**config.mk**
```make
export PLATFORM = sky130hd
export DESIGN_NAME = nest_ctrl_flat
export DESIGN_NICKNAME = d
export VERILOG_FILES = /design/src/rtl/nest_ctrl_if.sv /design/src/rtl/nest_ctrl.sv /design/src/flat_wrapper.sv
export SDC_FILE = /design/constraint.sdc
export NUM_CORES = 1
export LEC_CHECK = 0
export CAP_MARGIN = 25
export CORE_MARGIN = 2
export CORE_UTILIZATION = 44
export DETAILED_ROUTE_END_ITERATION = 8
export GPL_ROUTABILITY_DRIVEN = 0
export MAX_ROUTING_LAYER = met4
export PLACE_DENSITY = 0.83
export SLEW_MARGIN = 20
export SYNTH_ARGS = -nofsm -noshare
export SYNTH_HDL_FRONTEND = slang
export SYNTH_SLANG_ARGS = --single-unit
```
**constraint.sdc**
```tcl
create_clock -name clk -period 2.75 [get_ports clk]
set_clock_uncertainty 0.05 [all_clocks]
set_input_delay 0.275 -clock clk [delete_from_list [all_inputs] [get_ports clk]]
set_output_delay 0.275 -clock clk [all_outputs]
set_load 0.01 [all_outputs]
```
**src/rtl/nest_ctrl_if.sv**
```systemverilog
// Handshake and stack-side signal bundle for nest_ctrl.
// master = the nesting controller, slave = arbiter/retire logic plus the attached stack.
interface nest_ctrl_if #(
  parameter int unsigned PrioWidth  = 3,
  parameter int unsigned StackDepth = 8,
  parameter int unsigned DataWidth  = 8
);
  localparam int unsigned DepthWidth = $clog2(StackDepth);

  logic                  irq_valid;
  logic [PrioWidth-1:0]  irq_prio;
  logic                  irq_ack;
  logic                  ret_req;
  logic                  ret_done;
  logic [PrioWidth-1:0]  cur_prio;
  logic [DepthWidth-1:0] depth;
  logic                  stack_push;
  logic                  stack_pop;
  logic [DataWidth-1:0]  stack_wdata;
  logic [DataWidth-1:0]  stack_rdata;
  logic                  overflow;
  logic                  underflow;

  modport master (
    input  irq_valid, irq_prio, ret_req, stack_rdata,
    output irq_ack, ret_done, cur_prio, depth, stack_push, stack_pop, stack_wdata,
    output overflow, underflow
  );

  modport slave (
    output irq_valid, irq_prio, ret_req, stack_rdata,
    input  irq_ack, ret_done, cur_prio, depth, stack_push, stack_pop, stack_wdata,
    input  overflow, underflow
  );
endinterface

```
**src/rtl/nest_ctrl.sv**
```systemverilog
// Interrupt nesting controller: saves/restores the running priority on an external stack.
// Optional tail-chaining of a return into a higher pending irq: define NEST_TAIL_CHAIN_EN.
module nest_ctrl #(
  parameter int unsigned PrioWidth  = 3,
  parameter int unsigned StackDepth = 8,
  parameter int unsigned DataWidth  = 8
) (
  input logic         clk,
  input logic         reset,
  nest_ctrl_if.master bus
);
  localparam int unsigned DepthWidth = $clog2(StackDepth);
  localparam logic [DepthWidth-1:0] DepthFull = DepthWidth'(StackDepth - 1);

  typedef enum logic [2:0] {
    StIdle,
    StPush,
    StTake,
    StPop,
    StRet
`ifdef NEST_TAIL_CHAIN_EN
    , StTail
`endif
  } state_e;

  state_e                state_q, state_d;
  logic [PrioWidth-1:0]  cur_q, cur_d;
  logic [PrioWidth-1:0]  prio_q, prio_d;
  logic [DepthWidth-1:0] depth_q, depth_d;
  logic                  ovf_q, ovf_d;
  logic                  unf_q, unf_d;

  logic                  push, pop, ack, done;
  logic                  irq_qual;
  logic [PrioWidth-1:0]  top_prio;
  logic                  unused_rdata;

  assign top_prio     = bus.stack_rdata[PrioWidth-1:0];
  assign unused_rdata = ^bus.stack_rdata;
  assign irq_qual     = bus.irq_valid && (bus.irq_prio > cur_q);

  always_comb begin
    state_d = state_q;
    cur_d   = cur_q;
    prio_d  = prio_q;
    depth_d = depth_q;
    ovf_d   = ovf_q;
    unf_d   = unf_q;
    push    = 1'b0;
    pop     = 1'b0;
    ack     = 1'b0;
    done    = 1'b0;
    unique case (state_q)
      StIdle: begin
        // A return always takes precedence over a new request.
        if (bus.ret_req) begin
          if (depth_q != '0) begin
`ifdef NEST_TAIL_CHAIN_EN
            if (bus.irq_valid && (bus.irq_prio > top_prio)) begin
              prio_d  = bus.irq_prio;
              state_d = StTail;
            end else begin
              state_d = StPop;
            end
`else
            state_d = StPop;
`endif
          end else begin
            unf_d   = 1'b1;
            state_d = StRet;
          end
        end else if (irq_qual) begin
          if (depth_q != DepthFull) begin
            prio_d  = bus.irq_prio;
            state_d = StPush;
          end else begin
            ovf_d = 1'b1;
          end
        end
      end
      StPush: begin
        push    = 1'b1;
        depth_d = depth_q + DepthWidth'(1);
        state_d = StTake;
      end
      StTake: begin
        ack     = 1'b1;
        cur_d   = prio_q;
        state_d = StIdle;
      end
      StPop: begin
        // Top of stack is read combinationally before the stack index moves.
        pop     = 1'b1;
        cur_d   = top_prio;
        depth_d = depth_q - DepthWidth'(1);
        state_d = StRet;
      end
      StRet: begin
        done    = 1'b1;
        state_d = StIdle;
      end
`ifdef NEST_TAIL_CHAIN_EN
      StTail: begin
        ack     = 1'b1;
        done    = 1'b1;
        cur_d   = prio_q;
        state_d = StIdle;
      end
`endif
      default: state_d = StIdle;
    endcase
  end

  always_ff @(posedge clk) begin
    if (reset) begin
      state_q <= StIdle;
      cur_q   <= '0;
      prio_q  <= '0;
      depth_q <= '0;
      ovf_q   <= 1'b0;
      unf_q   <= 1'b0;
    end else begin
      state_q <= state_d;
      cur_q   <= cur_d;
      prio_q  <= prio_d;
      depth_q <= depth_d;
      ovf_q   <= ovf_d;
      unf_q   <= unf_d;
    end
  end

  assign bus.irq_ack     = ack;
  assign bus.ret_done    = done;
  assign bus.stack_push  = push;
  assign bus.stack_pop   = pop;
  assign bus.stack_wdata = DataWidth'(cur_q);
  assign bus.cur_prio    = cur_q;
  assign bus.depth       = depth_q;
  assign bus.overflow    = ovf_q;
  assign bus.underflow   = unf_q;
endmodule

```
**src/flat_wrapper.sv**
```systemverilog
// flat-port wrapper written by rule: the top's interface ports become plain ports
module nest_ctrl_flat 
#(
  parameter int unsigned PrioWidth  = 3,
  parameter int unsigned StackDepth = 8,
  parameter int unsigned DataWidth  = 8
)
  (clk, reset, bus_irq_valid, bus_irq_prio, bus_ret_req, bus_stack_rdata, bus_irq_ack, bus_ret_done, bus_cur_prio, bus_depth, bus_stack_push, bus_stack_pop, bus_stack_wdata, bus_overflow, bus_underflow);
  nest_ctrl_if #(.PrioWidth(PrioWidth), .StackDepth(StackDepth), .DataWidth(DataWidth)) bus_i ();
  input logic clk;
  input logic reset;
  input wire logic [$bits(bus_i.irq_valid)-1:0] bus_irq_valid;
  input wire logic [$bits(bus_i.irq_prio)-1:0] bus_irq_prio;
  input wire logic [$bits(bus_i.ret_req)-1:0] bus_ret_req;
  input wire logic [$bits(bus_i.stack_rdata)-1:0] bus_stack_rdata;
  output wire logic [$bits(bus_i.irq_ack)-1:0] bus_irq_ack;
  output wire logic [$bits(bus_i.ret_done)-1:0] bus_ret_done;
  output wire logic [$bits(bus_i.cur_prio)-1:0] bus_cur_prio;
  output wire logic [$bits(bus_i.depth)-1:0] bus_depth;
  output wire logic [$bits(bus_i.stack_push)-1:0] bus_stack_push;
  output wire logic [$bits(bus_i.stack_pop)-1:0] bus_stack_pop;
  output wire logic [$bits(bus_i.stack_wdata)-1:0] bus_stack_wdata;
  output wire logic [$bits(bus_i.overflow)-1:0] bus_overflow;
  output wire logic [$bits(bus_i.underflow)-1:0] bus_underflow;
  assign bus_i.irq_valid = bus_irq_valid;
  assign bus_i.irq_prio = bus_irq_prio;
  assign bus_i.ret_req = bus_ret_req;
  assign bus_i.stack_rdata = bus_stack_rdata;
  assign bus_irq_ack = bus_i.irq_ack;
  assign bus_ret_done = bus_i.ret_done;
  assign bus_cur_prio = bus_i.cur_prio;
  assign bus_depth = bus_i.depth;
  assign bus_stack_push = bus_i.stack_push;
  assign bus_stack_pop = bus_i.stack_pop;
  assign bus_stack_wdata = bus_i.stack_wdata;
  assign bus_overflow = bus_i.overflow;
  assign bus_underflow = bus_i.underflow;
  nest_ctrl #(.PrioWidth(PrioWidth), .StackDepth(StackDepth), .DataWidth(DataWidth)) u_core (.clk(clk), .reset(reset), .bus(bus_i));
endmodule
```
==> results_tabular.tex, run 1 <==
\begin{tabular}{lr}
\hline
Metric & Value \\
\hline
\multicolumn{2}{l}{\textbf{Status}} \\
\quad Status & finished, final reports clean \\
\multicolumn{2}{l}{\textbf{Yosys}} \\
\quad Flip-flop and latch count after synthesis & 14 \\
\quad Distinct cells, synth & 28 \\
\quad Cell Area, Synth & 821 µm² \\
\quad Avg Inst Size Synth & 8.73 µm² \\
\quad Post-synthesis cell count & 94 \\
\quad Yosys warnings & 0 \\
\quad Sequential fraction of the synthesis area & 34.1\% \\
\multicolumn{2}{l}{\textbf{Cells and area}} \\
\quad Area taken by multi-input logic gates & 435 µm² \\
\quad Layout cells sized above 1 & 6.14\% \\
\quad Layout overhead on the synthesized area & 28.8\% \\
\quad Final standard cell utilization of the core & 60.6\% \\
\quad Layout filler cell count & 159 \\
\quad Area used by sequential logic in the layout & 280 µm² \\
\quad Most common cell after layout, fill and taps aside & sky130\_fd\_sc\_hd\_\_clkdlybuf4s50\_1 \\
\quad Net count of the finished layout & 134 \\
\quad Total inserted antenna cells & 0 \\
\quad Commonest cells after routing, fill and taps aside & sky130\_fd\_sc\_hd\_\_clkdlybuf4s50\_1 (24), sky130\_fd\_sc\_hd\_\_dfxtp\_1 (14), sky130\_fd\_sc\_hd\_\_nor2\_1 (9), sky130\_fd\_sc\_hd\_\_inv\_1 (7) \\
\multicolumn{2}{l}{\textbf{Critical path}} \\
\quad Critical Path Max Stage Delay & 0.53 ns \\
\quad Critical path fanouts, max & 9 \\
\quad Kind of end point of the critical path & primary output \\
\quad Required time of the worst setup path & 2.42 ns \\
\quad List of cells traversed by the critical path & nor2b\_1, buf\_4, nand2\_1, inv\_1, clkdlybuf4s50\_1 \\
\quad Startpoint Class & register \\
\quad CP arrival & 1.82 ns \\
\quad Worst-path cell with the longest stage delay & sky130\_fd\_sc\_hd\_\_clkdlybuf4s50\_1 \\
\quad Classification of the worst setup path & register to primary output \\
\multicolumn{2}{l}{\textbf{STA}} \\
\quad Portion of the clock cycle consumed by the worst path in the final layout & 78.2\% \\
\quad Number of pins exceeding their max-slew limit in the final report & 0 \\
\quad Slew headroom & 63.1\% \\
\quad Unrepaired setup endpoints after global routing & no \\
\quad Crit path time final & 2.15 ns \\
\quad Post-Route Setup TNS & 0 ns \\
\quad Final hold violation count & 0 \\
\quad Worst Max-Slew Pin Slew & 0.552 ns \\
\quad Final worst hold slack & 0.436 ns \\
\quad Final setup viols & 0 \\
\quad Maximum clock rate & 0.465 GHz \\
\quad Post-layout worst setup margin & 0.601 ns \\
\multicolumn{2}{l}{\textbf{Clocking}} \\
\quad Maximum level of the CTS H-tree & 1 \\
\quad Root buffer cell & sky130\_fd\_sc\_hd\_\_clkbuf\_4 \\
\quad Skew-Pair Late Insertion Delay & 0.27 ns \\
\quad TritonCTS buffer count & 3 \\
\quad Post-CTS setup buffers & 0 \\
\quad Max clock buf depth & 2 \\
\quad Count of clock tree sinks & 14 \\
\quad Number of buffers inserted by hold repair at cts & 0 \\
\quad Clock-pin transition on the worst setup and hold timing paths & 0.09 ns \\
\quad TritonCTS clock tree & done \\
\quad Number of gates resized after cts & 0 \\
\multicolumn{2}{l}{\textbf{Floorplanning}} \\
\quad Die Width & 47.2 µm \\
\quad Die area & 2230 µm² \\
\quad Initial Utilization & 47.0\% \\
\quad Placeable Area & 1750 µm² \\
\quad Vert. Die Dim & 47.2 µm \\
\quad Row count & 15 \\
\quad I/O pin total & 35 \\
\multicolumn{2}{l}{\textbf{Power and ir drop}} \\
\quad Post-route total power & 0.602 mW \\
\quad Areal power density over the cells & 569 nW/µm² \\
\quad Static Leakage & 0.401 nW \\
\quad Worst IR drop on VDD & 0.000359 V \\
\multicolumn{2}{l}{\textbf{Flow run}} \\
\quad Max-cap violations & 0 \\
\multicolumn{2}{l}{\textbf{Route}} \\
\quad Via-to-Cell Ratio & 4.94 \\
\quad Met3 Routed Length & 49 µm \\
\quad Post-route DRC violation count & 0 \\
\quad Via total after detailed routing & 686 \\
\quad Highest signal layer in the routed design & met3 \\
\quad Initial drt markers & 14 \\
\quad Routed length per instance & 11.5 µm \\
\quad DRT Wirelength & 1600 µm \\
\quad Met2 wire length & 821 µm \\
\quad Number of iterations in the first detailed-routing pass & 4 \\
\quad Antenna viol nets, final & 0 \\
\quad Post-Route M1 WL & 731 µm \\
\multicolumn{2}{l}{\textbf{GRT}} \\
\quad Vias in the first global route & 559 \\
\quad Global-route wire length before repair & 2360 µm \\
\quad Total overflow reported by the global router & 0 \\
\quad Pin count of the biggest net entering global routing & 18 \\
\quad Global Route Usage Sum & 15.5\% \\
\quad Number of antenna violations at the first check in global routing & 0 \\
\multicolumn{2}{l}{\textbf{Placed design}} \\
\quad Post-place setup slack & 0.658 ns \\
\quad HPWL after detailed placement & 1180 µm \\
\quad Port bufs & 24 \\
\multicolumn{2}{l}{\textbf{Min path}} \\
\quad Worst hold path class & register to register \\
\hline
\end{tabular}
-- final cells by class --
| class | count | share of cell area (%) |
|---|---|---|
| repair buffers | 25 | 23.4 |
| multi-input cells | 64 | 41.2 |
| flip-flops and latches | 14 | 26.5 |
| well taps | 25 | 2.96 |
| clock buffers | 4 | 3.43 |
| inverters | 7 | 2.49 |
-- power breakdown --
group          total, mW  leakage, nW  switching (mW)  internal, mW
registers          0.260        0.114          0.0341         0.226
clock network      0.144       0.0210          0.0639        0.0803
logic              0.197        0.266          0.0858         0.111
total              0.602        0.401           0.184         0.418
-- synth_stat cells --
cell	number	area, µm²
sky130_fd_sc_hd__buf_1	1	3.75
sky130_fd_sc_hd__conb_1	1	3.75
sky130_fd_sc_hd__a21oi_1	3	15.0
sky130_fd_sc_hd__xor2_1	1	8.76
sky130_fd_sc_hd__fa_1	1	20.0
sky130_fd_sc_hd__a211oi_1	5	37.5
sky130_fd_sc_hd__clkbuf_1	2	7.51
sky130_fd_sc_hd__nor2b_1	3	18.8
sky130_fd_sc_hd__dfxtp_1	14	280
sky130_fd_sc_hd__nor3_1	2	10.0
sky130_fd_sc_hd__or3_4	1	11.3
sky130_fd_sc_hd__nor3b_2	1	12.5
sky130_fd_sc_hd__buf_4	8	60.1
sky130_fd_sc_hd__buf_6	2	22.5
sky130_fd_sc_hd__nor4_1	1	6.26
sky130_fd_sc_hd__nand3b_1	1	7.51
sky130_fd_sc_hd__nand3_1	2	10.0
sky130_fd_sc_hd__nor3b_1	2	15.0
sky130_fd_sc_hd__ha_1	3	37.5
sky130_fd_sc_hd__a2111oi_0	1	8.76
sky130_fd_sc_hd__nand2b_1	6	37.5
sky130_fd_sc_hd__and3_1	3	18.8
sky130_fd_sc_hd__a31oi_1	3	18.8
sky130_fd_sc_hd__nand2_1	3	11.3
sky130_fd_sc_hd__mux2i_1	6	60.1
sky130_fd_sc_hd__inv_1	7	26.3
sky130_fd_sc_hd__nor2_1	9	33.8
sky130_fd_sc_hd__xnor2_1	2	17.5
-- per-layer routing --
| layer | vias to the layer above | GRT usage, % |
|---|---|---|
| met1 | 317 | 19.4 |
| li1 | 348 | - |
| met3 | 0 | 2.31 |
| met4 | 0 | 5.00 |
| met5 | - | - |
| met2 | 21 | 25.5 |
-- worst max-delay path: cells and delay by family, from the launching register on --
kind                   cells  cell delay [ns]
buffers and inverters      3             0.77
AND/OR/NAND/NOR            2             0.27
flip-flops                 1             0.50
-- per-stage QoR --
step	cells	area [µm²]
2_1_floorplan	98	836
3_3_place_gp	135	1020
3_5_place_dp	135	1020
4_1_cts	139	1060
5_1_grt	139	1060
6_report	139	1060
-- flip-flops by register name, indices dropped and copies added, names as in the netlist --
name	flops
u_core.prio_q	3
u_core.bus.underflow	1
u_core.state_q	3
u_core.bus.cur_prio	3
u_core.bus.overflow	1
u_core.bus.depth	3
-- kinds of logic after synthesis --
logic type | Yosys count | synth area share, %
AND/OR/NAND/NOR | 34 | 23.5
buffers and inverters | 20 | 14.6
flip-flops | 14 | 34.1
AO/OA/AOI/OAI | 12 | 9.76
multiplexers | 6 | 7.32
adder cells (fa/ha/maj) | 4 | 7.01
XOR/XNOR | 3 | 3.20
other | 1 | 0.457
-- worst paths after layout --
kind,start,cells after the start,slack [ns],to
worst min-delay path,u_core.bus.underflow$_SDFFE_PP0P_,2,0.44,u_core.bus.underflow$_SDFFE_PP0P_
worst max register to register,u_core.state_q[1]$_SDFFE_PP0P_,8,0.76,u_core.bus.depth[2]$_SDFFE_PP0P_
worst max-delay path,u_core.state_q[1]$_SDFFE_PP0P_,5,0.60,bus_stack_pop
worst min register to register,u_core.bus.underflow$_SDFFE_PP0P_,2,0.44,u_core.bus.underflow$_SDFFE_PP0P_
Power figures use the tool's default switching activity.
==> run 2: changes to the inputs <==
CORE_UTILIZATION = 37   (was 44)
PLACE_DENSITY = 0.74   (was 0.83)
clock period = 1.85 ns   (was 2.75 ns; I/O delays follow)
==> results_tabular.tex, run 2 (synthesized netlist as in run 1, its figures left out) <==
\begin{tabular}{lr}
\hline
Metric & Value \\
\hline
\multicolumn{2}{l}{\textbf{Status}} \\
\quad Status & finished, final reports clean \\
\multicolumn{2}{l}{\textbf{GRT}} \\
\quad Pin count of the biggest net entering global routing & 18 (unchanged) \\
\quad Met2 global-route usage & 24.0\% (-1.5 points) \\
\quad Met1 demand-to-capacity share in global routing & 17.1\% (-2.2 points) \\
\quad Global routing usage on met3 & 2.05\% (-0.26 points) \\
\quad Total overflow reported by the global router & 0 (unchanged) \\
\quad Global-route layer with the greatest usage & met2 \\
\quad Vias in the first global route & 668 (+19\%) \\
\quad Global Route Usage Sum & 14.8\% (-0.68 points) \\
\quad Global-route wire length before repair & 2770 µm (+17\%) \\
\quad Number of antenna violations at the first check in global routing & 0 (unchanged) \\
\multicolumn{2}{l}{\textbf{Power and ir drop}} \\
\quad Share of total power consumed by net switching & 31.1\% (+0.54 points) \\
\quad Portion of total power attributed to combinational logic & 36.8\% (+4.0 points) \\
\quad Worst IR drop on VDD & 0.000413 V (+15\%) \\
\quad Switch Pwr & 0.293 mW (+59\%) \\
\quad Relative contribution of sequential cells to total power & 39.4\% (-3.9 points) \\
\quad Areal power density over the cells & 833 nW/µm² (+46\%) \\
\quad Internal power of the cells & 0.649 mW (+55\%) \\
\quad Clock group share of total power & 23.8\% (-0.2 points) \\
\quad Static Leakage & 0.474 nW (+18\%) \\
\multicolumn{2}{l}{\textbf{Clocking}} \\
\quad Maximum level of the CTS H-tree & 1 (unchanged) \\
\quad Skew-Pair Late Insertion Delay & 0.28 ns (about the same) \\
\quad TritonCTS clock tree & done \\
\quad Number of buffers inserted by hold repair at cts & 0 (unchanged) \\
\quad Number of gates resized after cts & 3 (+3) \\
\quad Clock-pin transition on the worst setup and hold timing paths & 0.09 ns (about the same) \\
\quad Root buffer cell & sky130\_fd\_sc\_hd\_\_clkbuf\_4 \\
\quad Post-CTS setup buffers & 0 (unchanged) \\
\quad Count of clock tree sinks & 14 (unchanged) \\
\quad TritonCTS buffer count & 3 (unchanged) \\
\quad Max clock buf depth & 2 (unchanged) \\
\multicolumn{2}{l}{\textbf{Cells and area}} \\
\quad Most common cell after layout, fill and taps aside & sky130\_fd\_sc\_hd\_\_clkdlybuf4s50\_1 \\
\quad Total inserted antenna cells & 0 (unchanged) \\
\quad Layout overhead on the synthesized area & 37.7\% \\
\quad Net count of the finished layout & 141 (+5.2\%) \\
\quad Commonest cells after routing, fill and taps aside & sky130\_fd\_sc\_hd\_\_clkdlybuf4s50\_1 (21), sky130\_fd\_sc\_hd\_\_dfxtp\_1 (13), sky130\_fd\_sc\_hd\_\_nor2\_1 (9), sky130\_fd\_sc\_hd\_\_buf\_4 (8), sky130\_fd\_sc\_hd\_\_inv\_1 (7) \\
\quad Layout cells sized above 1 & 14.9\% (+8.7 points) \\
\quad Summed area of non-filler cells in the final layout & 1130 µm² (+6.9\%) \\
\multicolumn{2}{l}{\textbf{Floorplanning}} \\
\quad I/O pin total & 35 (unchanged) \\
\quad Vert. Die Dim & 51.1 µm (+8.3\%) \\
\quad Placeable Area & 2150 µm² (+23\%) \\
\quad Die area & 2610 µm² (+17\%) \\
\quad Initial Utilization & 38.2\% (-8.8 points) \\
\quad Die Width & 51.1 µm (+8.3\%) \\
\quad Row count & 17 (+2) \\
\multicolumn{2}{l}{\textbf{Critical path}} \\
\quad Critical path fanouts, max & 5 (-4) \\
\quad Required time of the worst setup path & 1.62 ns (-0.80 ns) \\
\quad Launching element of the worst setup path & u\_core.state\_q[1]\$\_SDFFE\_PP0P\_ \\
\quad Classification of the worst setup path & register to primary output \\
\quad CP arrival & 1.51 ns (-0.31 ns) \\
\quad R2r startpoint & u\_core.bus.cur\_prio[2]\$\_SDFFE\_PP0P\_ \\
\quad Startpoint Class & register \\
\quad Kind of end point of the critical path & primary output \\
\multicolumn{2}{l}{\textbf{Placed design}} \\
\quad Post-place setup slack & -0.157 ns (-0.815 ns) \\
\quad Placement-stage cell area & 1080 µm² (+5.5\%) \\
\quad HPWL after detailed placement & 1300 µm (+10\%) \\
\quad Port bufs & 24 (unchanged) \\
\multicolumn{2}{l}{\textbf{STA}} \\
\quad Maximum clock rate & 0.573 GHz \\
\quad Portion of the clock cycle consumed by the worst path in the final layout & 94.3\% \\
\quad Final setup viols & 0 (unchanged) \\
\quad Final hold violation count & 0 (unchanged) \\
\quad Final worst hold slack & 0.435 ns (-0.00103 ns) \\
\quad Post-layout worst setup margin & 0.105 ns (-0.495 ns) \\
\quad Crit path time final & 1.74 ns \\
\quad Unrepaired setup endpoints after global routing & no \\
\quad Number of pins exceeding their max-slew limit in the final report & 0 (unchanged) \\
\quad Slew headroom & 63.9\% (+0.82 points) \\
\quad Worst Max-Slew Pin Slew & 0.540 ns (-0.0122 ns) \\
\multicolumn{2}{l}{\textbf{Route}} \\
\quad Routed length per instance & 11.5 µm (-0.36\%) \\
\quad Post-route DRC violation count & 0 (unchanged) \\
\quad Via total after detailed routing & 694 (+1.2\%) \\
\quad DRT Wirelength & 1710 µm (+6.8\%) \\
\quad Number of iterations in the first detailed-routing pass & 4 (unchanged) \\
\quad Initial drt markers & 4 (-10) \\
\quad Antenna viol nets, final & 0 (unchanged) \\
\quad Via-to-Cell Ratio & 4.66 (-5.6\%) \\
\multicolumn{2}{l}{\textbf{Min path}} \\
\quad Launch instance of the worst min-delay path & u\_core.prio\_q[0]\$\_SDFFE\_PP0P\_ \\
\quad Worst hold path class & register to register \\
\multicolumn{2}{l}{\textbf{Flow run}} \\
\quad Max-cap violations & 0 (unchanged) \\
\hline
\end{tabular}
-- run 2: cell types whose count changed in the layout (fill, tap and decap cells not counted), sizes merged --
cell,change
clkdlybuf4s50,-3
dlygate4sd2,+1
dlymetal6s2s,+2
buf,+7
-- run 2: per-stage QoR --
stage	total power, mW	TNS, ns	util (%)	instances
after floorplan	0.587	0	-	98
after global placement	0.710	-0.367	50.1	145
after detailed placement	0.720	-0.504	50.1	145
after CTS	0.943	0	52.0	149
after global routing	1.00	0	52.6	149
final	0.941	0	52.6	149
-- run 2: path summary, 6_finish.rpt --
kind	end	slack (ns)	depth (start not counted)
min reg2reg	u_core.prio_q[0]$_SDFFE_PP0P_	0.44	2
max	bus_stack_pop	0.11	4
max reg2reg	u_core.prio_q[2]$_SDFFE_PP0P_	0.17	6
min	u_core.prio_q[0]$_SDFFE_PP0P_	0.44	2
-- run 2: power groups by stage --
stage	clock [mW]	sequential (mW)	combinational [mW]
floorplan	0	0.382	0.205
global placement	0	0.375	0.335
detailed placement	0	0.377	0.343
CTS	0.228	0.371	0.344
global route	0.240	0.377	0.386
finish	0.224	0.371	0.346
-- run 2: critical path, stage by stage (launching register included) --
cell                              delay (ns)
sky130_fd_sc_hd__dfxtp_2                0.37
sky130_fd_sc_hd__nor2b_2                0.16
sky130_fd_sc_hd__nand2_1                0.10
sky130_fd_sc_hd__inv_1                  0.07
sky130_fd_sc_hd__clkdlybuf4s50_1        0.53
-- run 2: final cells by class --
type,count,area [µm²]
clock buffers,4,36.3
repair buffers,32,304
inverters,7,26.3
flip-flops and latches,14,282
fillers,210,1020
well taps,28,35.0
multi-input cells,64,447
-- run 2: per-layer routing --
layer,wire (µm),vias up
met4,40,0
met3,78,4
met1,764,311
met5,0,-
li1,-,360
met2,827,19
==> run 3: changes to the inputs <==
GPL_TIMING_DRIVEN = 1   (was default)
==> results of run 3 <==
Same layout as run 2: the final DEF is identical, and so are final timing and power.
